<file path="config.mk">
export PLATFORM = sky130hd
export DESIGN_NAME = sound_latch_rx
export DESIGN_NICKNAME = d
export VERILOG_FILES = /design/src/rtl/sound_latch_rx.sv
export SDC_FILE = /design/constraint.sdc
export NUM_CORES = 1
export LEC_CHECK = 0
export BUFFER_PORTS_ARGS = -buffer_cell sky130_fd_sc_hd__buf_2
export CORE_MARGIN = 2
export CORE_UTILIZATION = 51
export DETAILED_ROUTE_END_ITERATION = 7
export GPL_TIMING_DRIVEN = 0
export HOLD_SLACK_MARGIN = 0.02
export PLACE_DENSITY = 0.74
export REMOVE_ABC_BUFFERS = 1
export SYNTH_ARGS = -nofsm -noshare
export SYNTH_HDL_FRONTEND = slang
export SYNTH_SLANG_ARGS = --single-unit
</file>
<file path="constraint.sdc">
create_clock -name clk_sys -period 1.9 [get_ports clk_sys]
set_input_delay 0.38 -clock clk_sys [delete_from_list [all_inputs] [get_ports clk_sys]]
set_output_delay 0.38 -clock clk_sys [all_outputs]
set_load 0.05 [all_outputs]
</file>
<file path="src/rtl/sound_latch_rx.sv">
// rtl/sound_latch_rx.sv - main-to-sound CPU command latch FIFO with interrupt handshake
module sound_latch_rx #(
    parameter int DEPTH    = 4,
    parameter int ACK_MODE = 1
) (
    input  logic                     clk_sys,
    input  logic                     rst_n,
    input  logic                     mcpu_wr_en,
    input  logic [7:0]               mcpu_data,
    input  logic                     scpu_rd_en,
    input  logic                     scpu_iack,
    input  logic                     scpu_flush,
    output logic [7:0]               latch_dout,
    output logic                     scpu_int_n,
    output logic                     pending,
    output logic                     overrun,
    output logic [$clog2(DEPTH):0]   level
);

    localparam int AW = $clog2(DEPTH);
    localparam int CW = AW + 1;

    typedef enum logic [1:0] {
        S_IDLE,
        S_ASSERT,
        S_SERVICE
    } irq_state_t;

    logic [7:0]    mem [DEPTH];
    logic [AW-1:0] wr_ptr;
    logic [AW-1:0] rd_ptr;
    logic [CW-1:0] count;
    logic [7:0]    last_q;
    logic          overrun_q;
    logic          int_lvl_q;
    irq_state_t    state;
    irq_state_t    state_nxt;

    logic empty;
    logic full;
    logic pop;
    logic push;

    assign empty = (count == '0);
    assign full  = (count == CW'(DEPTH));
    assign pop   = scpu_rd_en && !empty;
    // A full FIFO still takes a write when the same edge frees a slot.
    assign push  = mcpu_wr_en && (!full || pop);

    always_ff @(posedge clk_sys) begin
        if (rst_n && push && !scpu_flush) begin
            mem[wr_ptr] <= mcpu_data;
        end
    end

    always_ff @(posedge clk_sys or negedge rst_n) begin
        if (!rst_n) begin
            wr_ptr    <= '0;
            rd_ptr    <= '0;
            count     <= '0;
            last_q    <= '0;
            overrun_q <= 1'b0;
        end else if (scpu_flush) begin
            wr_ptr    <= '0;
            rd_ptr    <= '0;
            count     <= '0;
            overrun_q <= 1'b0;
        end else begin
            if (push) begin
                wr_ptr <= wr_ptr + AW'(1);
            end
            if (pop) begin
                rd_ptr <= rd_ptr + AW'(1);
                last_q <= mem[rd_ptr];
            end
            if (push && !pop) begin
                count <= count + CW'(1);
            end else if (pop && !push) begin
                count <= count - CW'(1);
            end
            if (mcpu_wr_en && full && !pop) begin
                overrun_q <= 1'b1;
            end
        end
    end

    always_ff @(posedge clk_sys or negedge rst_n) begin
        if (!rst_n) begin
            state <= S_IDLE;
        end else begin
            state <= state_nxt;
        end
    end

    always_comb begin
        state_nxt = state;
        if (scpu_flush || (ACK_MODE == 0)) begin
            state_nxt = S_IDLE;
        end else begin
            case (state)
                S_IDLE:    if (!empty)   state_nxt = S_ASSERT;
                S_ASSERT:  if (scpu_iack) state_nxt = S_SERVICE;
                S_SERVICE: if (pop)       state_nxt = S_IDLE;
                default:                  state_nxt = S_IDLE;
            endcase
        end
    end

    // Level-mode interrupt simply mirrors emptiness one edge late.
    always_ff @(posedge clk_sys or negedge rst_n) begin
        if (!rst_n) begin
            int_lvl_q <= 1'b1;
        end else if (scpu_flush) begin
            int_lvl_q <= 1'b1;
        end else begin
            int_lvl_q <= empty;
        end
    end

    assign scpu_int_n = (ACK_MODE != 0) ? (state != S_ASSERT) : int_lvl_q;
    assign latch_dout = empty ? last_q : mem[rd_ptr];
    assign pending    = !empty;
    assign overrun    = overrun_q;
    assign level      = count;

endmodule

</file>
==> summary.txt <==
Clock tree
  – CTS Hold Bufs: 0
  – Htree depth: 2
  – Later-pin clock latency in the skew report: 0.31 ns
  – CTS tree: done
  – # clock sinks: 50
  – Root Driver: clkbuf_8
  – Clock transition at path regs: 0.09 ns
  – Clock buffer depth: 2
  – CTS buffer count: 5

Floorplan
  – Height of the die: 71.0 um
  – # rows: 24
  – Die area: 5040 um^2
  – Die W: 71.0 um
  – Core area: 4320 um^2
  – Number of I/O pins: 28
  – Initial core utilization: 52.9%

Final layout
  – Fin nets: 198
  – Layout area overhead: 20.7%
  – Finished Cell Area: 2760 um^2
  – FILL cells: 304
  – Fraction of layout cells with a size suffix above 1: 52.2%
  – Antenna cell count: 0

Global routing
  – Tot GR Track Use: 17.8%
  – Grt ovf: 0
  – Vias in the first global route: 1341
  – First-pass GRT wire length: 6610 um
  – Largest net degree at the start of global routing: 21
  – Initial antenna violation count: 0

Timing
  – Tmin final: 2.21 ns
  – Final Hold Slack: 0.0230 ns
  – Final Cycle Share: 117%
  – Fin Setup TNS: -2.48 ns
  – Final WS setup: -0.314 ns
  – RSZ-0062 raised after global routing: true
  – Fin. Hold Viols: 0
  – Tightest Pin Transition: 0.739 ns
  – Worst Skew: 0.00806 ns
  – Worst slew margin: 50.5%
  – Final setup vio count: 10
  – Max Transition Viols Final: 0
  – Highest attainable clock frequency: 452 MHz

Setup path
  – Slowest stage delay, CP: 0.50 ns
  – CP Class: reg -> out
  – Crit-path cells: buf_12, mux4_2, mux2_4, buf_6
  – CP max FO: 5
  – Cell family with most CP delay: multiplexers
  – Crit. End Element: primary output
  – FF-to-FF Start: level[1]$_DFFE_PN0P_
  – Worst setup path start: rd_ptr[0]$_DFFE_PN0P_
  – CP max-delay cell: dfrtp_4
  – Required @ worst endpoint: 1.52 ns
  – Crit path buf inv count: 2
  – CP Launch Type: register
  – Critical Path AT: 1.83 ns

Outcome
  – Failing checks: negative setup slack
  – Status: finished, violations left

Synthesis
  – Synth area leaders: edfxtp_1 42%, dfrtp_1 20%, mux4_2 7.9%
  – Syn Inst Count: 140
  – Synth top area share: 42.0%
  – Distinct cells, synth: 36
  – Mapped cell area: 2290 um^2
  – Post-Syn Area per Cell: 16.3 um^2
  – Yosys top cell by area: edfxtp_1
  – Yosys warning total: 0
  – Register bit total from synthesis: 50
  – Sequential area share after synthesis: 61.7%

Pwr
  – Total Power: 4.80 mW
  – Max VDD drop: 0.773 mV
  – Pwr/cell area: 1740 nW/um^2
  – Leak Pwr: 1.06 nW

Min path
  – Path type of the worst min-delay path: in -> async

Routing
  – Initial DRT Pass Iterations: 4
  – Initial DRC count: 41
  – Routed wire length: 4200 um
  – DRC errors left: 0
  – Via count: 1326
  – Vias/cell: 5.72
  – Post-DRT Antenna Nets: 0
  – Detail-routed net length per standard cell: 18.1 um

Run
  – Max-Cap Viols: 0

Placed design
  – GPL Wtd Cong: 0.709
  – Pre-CTS WS: -0.474 ns
  – Dpl cell area: 2440 um^2
  – Port-buffer cells: 27
  – DPL Wire Length: 2630 um
==> layout make-up <==
cell class,count,area [um^2],area share (%)
clock buffer,6,82.6,2.99
clock inverter,2,12.5,0.453
inverter,5,18.8,0.680
multi-input combinational,78,865,31.3
sequential,50,1420,51.4
tap,52,65.1,2.36
timing repair buffer,39,299,10.8
==> cells in the final DEF, fill, tap and decap left out, types with 2 or more instances in the layout <==
| cell | instances |
|---|---|
| edfxtp_1 | 32 |
| buf_2 | 19 |
| dfrtp_1 | 14 |
| buf_6 | 11 |
| mux2_2 | 10 |
| nor2_1 | 9 |
| mux4_2 | 8 |
| mux2_4 | 8 |
| buf_4 | 8 |
| clkbuf_8 | 6 |
| inv_1 | 5 |
| nand3b_1 | 5 |
| a21oi_1 | 4 |
| ha_1 | 4 |
| nor2_2 | 3 |
| dfrtp_2 | 3 |
| or3_4 | 2 |
| and2_4 | 2 |
| o21ai_0 | 2 |
| xor2_1 | 2 |
==> cells in the mapped netlist (all sizes together) <==
cell and count:
o21ai 2, nand3b 5, o21a 1, a2111oi 1
or3 2, and2 3, edfxtp 32, inv 5
a31oi 1, xor2 2, ha 4, nor3b 1
a21oi 4, o311ai 1, o31ai 1, buf 3
mux2 18, o211ai 1, nand2b 2, nor4b 2
a221oi 1, mux4 8, o21bai 1, nor2 12
nor3 1, xnor2 1, fa 1, nand4b 1
clkbuf 5, dfrtp 18
==> metal layers <==
| metal | up-vias | wire length (um) | global-route usage [%] | share of wire [%] |
|---|---|---|---|---|
| li1 | 606 | - | - | - |
| met1 | 689 | 1710 | 21.8 | 41 |
| met2 | 23 | 2280 | 29.8 | 54 |
| met3 | 8 | 145 | 5.27 | 3.4 |
| met4 | 0 | 70 | 7.34 | 1.7 |
| met5 | - | 0 | 0 | 0 |
==> worst reg2reg max path: cells and delay by family, from the launching register on <==
family,cells,cell delay [ns]
adders and majority gates,1,0.54
DFF,1,0.47
and+or+nand+nor,3,0.42
muxes,1,0.26
buffers and inverters,1,0.16
==> flip-flops by register name (all words and copies together), names as in the netlist <==
signal   count
last_q       8
overrun      1
level        3
mem         32
rd_ptr       2
wr_ptr       2
state        2
==> where the power goes <==
part | switching (mW) | internal, mW
clock network | 0.344 | 0.293
registers | 0.182 | 1.34
logic | 1.42 | 1.22
total | 1.95 | 2.85
==> stage by stage <==
step           utilization (%)  std cells
2_1_floorplan                -        132
3_3_place_gp              56.5        211
3_5_place_dp              56.5        211
4_1_cts                   62.3        227
5_1_grt                   63.9        232
6_report                  63.9        232
==> logic make-up (layout without fill, tap and decap cells) <==
family,after synthesis,count (layout),share of synthesized area (%)
flip-flops,50,50,61.7
AND/OR/NAND/NOR,29,30,8.09
multiplexers,26,26,18.0
AO/OA/AOI/OAI,14,14,5.19
buffers and inverters,13,52,2.79
adder cells (fa/ha/maj),5,5,3.06
XOR/XNOR,3,3,1.15
==> what timing repair did <==
action,in CTS,in global routing
gates cloned,1,0
setup buffers,7,5
gates resized for setup,30,8
endpoints found under the setup margin,35,35
pin swaps,3,0
==> worst paths after layout <==
path | end | slack (ns) | depth (start not counted)
setup reg to reg | level[1]$_DFFE_PN0P_ | -0.06 | 6
setup / recovery | latch_dout[7] | -0.31 | 4
hold / removal | last_q[6]$_DFFE_PN0P_ | 0.02 | 1
hold reg to reg | overrun$_DFFE_PN0P_ | 0.50 | 2
min in group clk_sys | state[0]$_DFFE_PN0P_ | 0.27 | 2
max in group asynchronous | rd_ptr[0]$_DFFE_PN0P_ | 1.51 | 1
Power figures use the tool's default switching activity.
